File: src/rtl/regfile_mp.sv
// -----------------------------------------------------------------------------
// regfile_mp -- parametrised multi-port register file
//
// NRD registered read ports, two write ports (port 1 wins on a same-address
// write), optional hardwired-zero location 0 and a clear sequencer that
// sweeps the array to zero after reset or on request. `ready` is low while
// the sweep runs; accesses are ignored and read data is forced to zero.
//
// Build option:
//   REGFILE_BYPASS_EN  defined   : write-first, a read that matches an
//                                  effective write on the same edge returns
//                                  the written data (port 1 wins).
//                      undefined : read-first, same-edge reads return the
//                                  previous contents.
//
// Parameters:
//   XLEN      data width
//   NREGS     number of registers (power of two, >= 2)
//   NRD       number of read ports (1..4)
//   ZERO_REG  1 = location 0 reads 0 and ignores writes
//   AW        address width, derived from NREGS
//
// Ports:
//   clk          clock, rising edge
//   rst_n        asynchronous active-low reset
//   clr          synchronous request to re-clear the whole array
//   rs           read addresses, port p at [p*AW +: AW]
//   rd_data      registered read data, port p at [p*XLEN +: XLEN]
//   we0/wa0/wd0  write port 0
//   we1/wa1/wd1  write port 1 (priority)
//   ready        array cleared and accepting accesses
//   wr_conflict  both ports wrote the same effective address last cycle
// -----------------------------------------------------------------------------
module regfile_mp #(
    parameter  int XLEN     = 32,
    parameter  int NREGS    = 32,
    parameter  int NRD      = 2,
    parameter  int ZERO_REG = 1,
    localparam int AW       = $clog2(NREGS)
) (
    input  logic                 clk,
    input  logic                 rst_n,
    input  logic                 clr,
    input  logic [NRD*AW-1:0]    rs,
    output logic [NRD*XLEN-1:0]  rd_data,
    input  logic                 we0,
    input  logic                 we1,
    input  logic [AW-1:0]        wa0,
    input  logic [AW-1:0]        wa1,
    input  logic [XLEN-1:0]      wd0,
    input  logic [XLEN-1:0]      wd1,
    output logic                 ready,
    output logic                 wr_conflict
);

    typedef enum logic {
        S_CLEAR = 1'b0,
        S_RUN   = 1'b1
    } state_e;

    localparam logic [AW-1:0] LAST_IDX = AW'(NREGS - 1);

    state_e              state_q, state_d;
    logic [AW-1:0]       idx_q, idx_d;
    logic                ready_q, ready_d;
    logic                wr_conflict_q, wr_conflict_d;
    logic [NRD*XLEN-1:0] rd_data_q;
    logic [XLEN-1:0]     rd_val [NRD];
    logic [XLEN-1:0]     regs [NREGS];

    logic run;
    logic eff0, eff1;

    assign run  = (state_q == S_RUN);

    // A write is effective only with its enable set and, when location 0 is
    // hardwired, a non-zero address.
    assign eff0 = we0 && !((ZERO_REG != 0) && (wa0 == '0));
    assign eff1 = we1 && !((ZERO_REG != 0) && (wa1 == '0));

    // ------------------------------------------------------------------
    // Clear sequencer
    // ------------------------------------------------------------------
    always_comb begin
        // NOTE: every combinational output gets a default first so no path
        // leaves it unassigned (which would infer a latch).
        state_d = state_q;
        idx_d   = idx_q;
        ready_d = 1'b0;
        unique case (state_q)
            S_CLEAR: begin
                idx_d = idx_q + 1'b1;
                if (idx_q == LAST_IDX) begin
                    state_d = S_RUN;
                    idx_d   = '0;
                    ready_d = 1'b1;
                end
            end
            S_RUN: begin
                ready_d = 1'b1;
                if (clr) begin
                    state_d = S_CLEAR;
                    idx_d   = '0;
                    ready_d = 1'b0;
                end
            end
            default: begin
                state_d = S_CLEAR;
                idx_d   = '0;
            end
        endcase
    end

    assign wr_conflict_d = run && eff0 && eff1 && (wa0 == wa1);

    // ------------------------------------------------------------------
    // Read path, one mux per port
    // ------------------------------------------------------------------
    for (genvar p = 0; p < NRD; p++) begin : g_rd
        logic [AW-1:0] ra;
        assign ra = rs[p*AW +: AW];

        always_comb begin
            rd_val[p] = regs[ra];
`ifdef REGFILE_BYPASS_EN
            if (eff1 && (wa1 == ra)) begin
                rd_val[p] = wd1;
            end else if (eff0 && (wa0 == ra)) begin
                rd_val[p] = wd0;
            end
`endif
            if ((ZERO_REG != 0) && (ra == '0)) begin
                rd_val[p] = '0;
            end
            if (!run) begin
                rd_val[p] = '0;
            end
        end
    end

    // ------------------------------------------------------------------
    // Control and output registers
    // ------------------------------------------------------------------
    always_ff @(posedge clk or negedge rst_n) begin
        if (!rst_n) begin
            state_q       <= S_CLEAR;
            idx_q         <= '0;
            ready_q       <= 1'b0;
            wr_conflict_q <= 1'b0;
            rd_data_q     <= '0;
        end else begin
            // NOTE: sequential state uses non-blocking assignments so every
            // register samples the pre-edge values, independent of order.
            state_q       <= state_d;
            idx_q         <= idx_d;
            ready_q       <= ready_d;
            wr_conflict_q <= wr_conflict_d;
            for (int p = 0; p < NRD; p++) begin
                rd_data_q[p*XLEN +: XLEN] <= rd_val[p];
            end
        end
    end

    // ------------------------------------------------------------------
    // Storage array
    // ------------------------------------------------------------------
    // NOTE: the array is deliberately left out of the reset; the sweep is
    // what initialises it, which keeps it mappable to plain flops/RAM.
    always_ff @(posedge clk) begin
        if (!run) begin
            regs[idx_q] <= '0;
        end else begin
            if (eff0 && !(eff1 && (wa1 == wa0))) begin
                regs[wa0] <= wd0;
            end
            if (eff1) begin
                regs[wa1] <= wd1;
            end
        end
    end

    assign rd_data     = rd_data_q;
    assign ready       = ready_q;
    assign wr_conflict = wr_conflict_q;

endmodule

File: config.mk
export PLATFORM = sky130hd
export DESIGN_NAME = regfile_mp
export DESIGN_NICKNAME = d
export VERILOG_FILES = /design/src/rtl/regfile_mp.sv
export SDC_FILE = /design/constraint.sdc
export NUM_CORES = 2
export LEC_CHECK = 0
export BUFFER_PORTS_ARGS = -buffer_cell sky130_fd_sc_hd__buf_2
export CORE_ASPECT_RATIO = 0.8
export CORE_UTILIZATION = 37
export DETAILED_ROUTE_END_ITERATION = 12
export GPL_TIMING_DRIVEN = 1
export PLACE_DENSITY = 0.58
export SETUP_SLACK_MARGIN = 0.05
export SKIP_LAST_GASP = 1
export SLEW_MARGIN = 5
export SYNTH_ARGS = -nofsm -noshare
export SYNTH_HDL_FRONTEND = slang
export SYNTH_SLANG_ARGS = --single-unit
File: constraint.sdc
create_clock -name clk -period 4 [get_ports clk]
set_clock_uncertainty 0.1 [all_clocks]
set_input_delay 0.2 -clock clk [delete_from_list [all_inputs] [get_ports clk]]
set_output_delay 0.2 -clock clk [all_outputs]
set_load 0.01 [all_outputs]
== Word level (Yosys, flattened, before mapping) ==
Memories as Yosys holds them, arrays and structs flattened.
Index checks and enable logic that the tools add are counted.
Word-level totals
  bits in registers: 71
  output and inout port bits: 66
  RAM bits: 1024
  logic and storage cells: 46
  input bits: 89
  memories: 1
Cells by class
  muxes and demuxes: 20
  bitwise operators: 1
  reduce and logical (&&, ||, !) cells: 15
  equality and inequality tests: 4
  add/sub/neg operators: 1
Memory list
  regs: words 32, bits a word 32, rd ports 2, clocked after Yosys merged registers in 0, write ports 2, RTL line 69  | logic [XLEN-1:0] regs [NREGS];
Operator list (count)
  two-way mux 32 bit: 5
  OR reduction 32 bit: 1
  zero test 5 bit: 4
  two-way mux 5 bit: 3
  == test 5 bit: 2
  two-way mux 1 bit: 10
  one-hot mux 5 bit (2 select lines): 1
  logical AND 1 bit: 7
  adder 5 x 1 -> 5 bit (second input constant): 1
  == test 5 bit (second input constant): 1
  zero test 1 bit: 3
  != test 2 bit (second input constant): 1
  one-hot mux 1 bit (2 select lines): 1
  inverter 1 bit: 1

== Longest topological paths before layout ==
  depth in word-level cells: 11
  mapped depth: 8

== Least setup slack after synthesis ==
OpenSTA, ideal clock, no wires.
  path kind: input -> register
  start: input port wa0[4]
  end: memory regs[5][0] (enable)
  setup time: 433 ps
  required time: 3467 ps
  buffers on the path: 2
  stages on the path: 7
  arrival: 3130 ps
  slack: 337 ps
  cells stage by stage: buf_2 -> xnor2_1 -> nand4_1 -> o21a_2 -> buf_4 -> o41a_1 -> o22ai_1
RTL lines
  start: declaration: RTL line 48  | input logic [AW-1:0] wa0,
  end: declaration: RTL line 69

==> metrics.cfg <==
[status]
status=finished, violations left
violations=design-rule violations

[clock_network]
clkSinkCount=1095
cts_buffers=111
cts_resized=0
clk_pin_slew_worst_paths_ps=70
clkLatencyLatePin_ps=740
cts_buffer_depth=3
root_buffer=clkbuf_16
cts_tree=done
cts_max_level=3

[finish]
final_layout_size_suffix_gt1_share_pct=25.0
area_delta_synth_final_pct=13.9
design_area_um2=68000
fillers=14400
nets=4853

[global_route]
grt_pass1_wl_um=306000
gr-total-overflow=0
grt_max_degree=65
antenna_found_initial=9
grt_pass1_vias=41300
grt_usage_pct=26.1

[critical_path]
required_ps=4440
ff2ff_path_depth=6
cp_common_cell=nand2_1
cp.arrival_ps=3790
end_kind=flop
cp-start-kind=flop
path_cells=nand2_1, a21oi_1, o21a_2, buf_4, nand2_1, o21ai_0
critPathMaxStageDelay_ps=760
path_class=reg2reg
crit_fanout=32
critical-path-slowest-cell=nand2_1

[timing]
fmax_mhz=298
whs_ps=4.01
fin_crit_ps=3350
slew_headroom_pct=14.4
finalCritPeriodShare_pct=83.8
hold_viol_final=0
rsz0062_at_grt=no
worst_slew_pin_slew_ps=1280
fin_tns_setup_ps=0
setup_viol=0
drv_slew=0

[logic_synthesis]
yosys.area.top_type_share_pct=51.5
synth_seq_cells=1095
ys.flop_type=edfxtp_1
synth.area.top_cells=edfxtp_1 (52%), mux4_2 (22%), o21ai_0 (8.6%)
yosysWarnings=0
async_flop_share_pct=6.48
syn_area_per_cell_um2=12.5
syn_inst=4781
synth_edf_count=1024
synthesis.area_um2=59700
synth_most_common_cell=nand2_1
seq_area_frac_synth_pct=54.5
synth.largest_area_cell=edfxtp_1
syn_nets=4872
netlist_top_cells_count=nand2_1 (1037), edfxtp_1 (1024), o21ai_0 (1020)
ys_types=49

[routing]
drt-initial-drc-count=6699
routed_wl_um=216000
firstDrtPassIters=10
routedWlPerCell_um=30.9
avgViaCountPerCell=6.24
postRouteAntennaNets=0
drc_errors=14
vias=43600

[floorplanning]
io_pins=155
initial_utilization_pct=37.3
die-width_um=451
num_rows=131
die_area_um2=163000
die_y_um=361
core_um2=160000

[placement]
dpl-instance-area_um2=63700
portBuffers=154
dp_hpwl_um=137000
gp_congestion=0.899

[power]
powerDensity_nw_per_um2=458
power_mw=31.2
p_leak_nw=22.0
irDropWorstVdd_mv=0.447

[flow_run]
maxCapViolCount=0

[worst_hold_path]
hp-class=in2async

## registers in the layout, indices dropped and copies added (netlist names)
name and cells:
rd_data 64, wr_conflict 1, ready 1, regs 1024
idx_q 5
## routing by layer
metal	vias to the layer above	GRT usage, %	wire (um)
met5	-	0	13
met4	2	9.90	8980
met3	424	5.94	27100
met2	3021	39.1	95500
met1	22000	37.0	84100
li1	18100	-	-
## final timing paths
| kind | slack (ps) | to | startpoint |
|---|---|---|---|
| max | 650 | regs[26][24] | ready |
| min | 4 | rd_data[35] | rst_n |
| max reg2reg | 650 | regs[26][24] | ready |
| min reg2reg | 580 | idx_q[1] | idx_q[1] |
| max in group asynchronous | 2640 | rd_data[60] | rst_n |
| min in group clk | 40 | regs[4][11] | wd1[11] |
## cell families after synthesis
kind of cell / count (synthesis) / share of synthesized area (%)
simple gates: 1305 / 8.97
compound gates: 1181 / 10.3
flops: 1095 / 54.5
buf+inv: 614 / 4.37
mux: 577 / 21.8
xor+xnor: 7 / 0.103
fa+ha+maj: 2 / 0.0419
## final cells by class
class                      instances  area, um2  area share (%)
multi-input combinational       3072      25200            37.0
clock buffer                     143       3020            4.44
sequential                      1095      32500            47.8
antenna                            3       7.51          0.0110
clock inverter                    61        810            1.19
timing repair buffer             443       3630            5.34
tap                             2128       2660            3.92
inverter                          39        146           0.215
## timing repair
item / 4_1_cts / 5_1_grt
setup buffers: 0 / 0
setup endpoints to repair: 0 / 0
hold buffers: 47 / 0
hold endpoints to repair: 552 / 0
## stage by stage
stage                     std cells  utilization [%]  worst slack [ps]
after floorplan                4781                -               337
after global placement         6730             39.8               607
after detailed placement       6730             39.8               628
after CTS                      6981             42.5               764
after global routing           6983             42.5               383
final                          6984             42.5               650
## critical path: cells and delay by family (launching register included)
kind	cells	cell delay, ps
AOI/OAI and AO/OA	3	890
buffers and inverters	1	610
and+or+nand+nor	2	920
DFF	1	620
## power by group
part	total (mW)	switching (mW)	internal, mW
Clock	11.3	4.77	6.48
Sequential	14.4	0.509	13.9
Combinational	5.50	3.46	2.04
## placed cells by master (no fill, tap or decap), types with 4 or more instances in the layout
cell type / instances
buf_4: 204
nand3_1: 6
dlygate4sd3_1: 47
clkbuf_1: 22
nor2_1: 74
clkbuf_16: 113
o21ai_0: 1020
clkinv_1: 19
inv_1: 39
o21ai_1: 41
nand2_1: 1035
o22ai_4: 28
o22ai_1: 67
xnor2_1: 6
mux4_2: 576
clkinv_2: 14
clkbuf_8: 8
bufinv_16: 18
buf_12: 41
dfrtp_1: 71
edfxtp_1: 1024
nor2_4: 29
or3_1: 7
nor4_1: 62
buf_8: 4
buf_2: 145
nor2b_1: 62
Note: power is estimated with default switching activity, not from simulation.
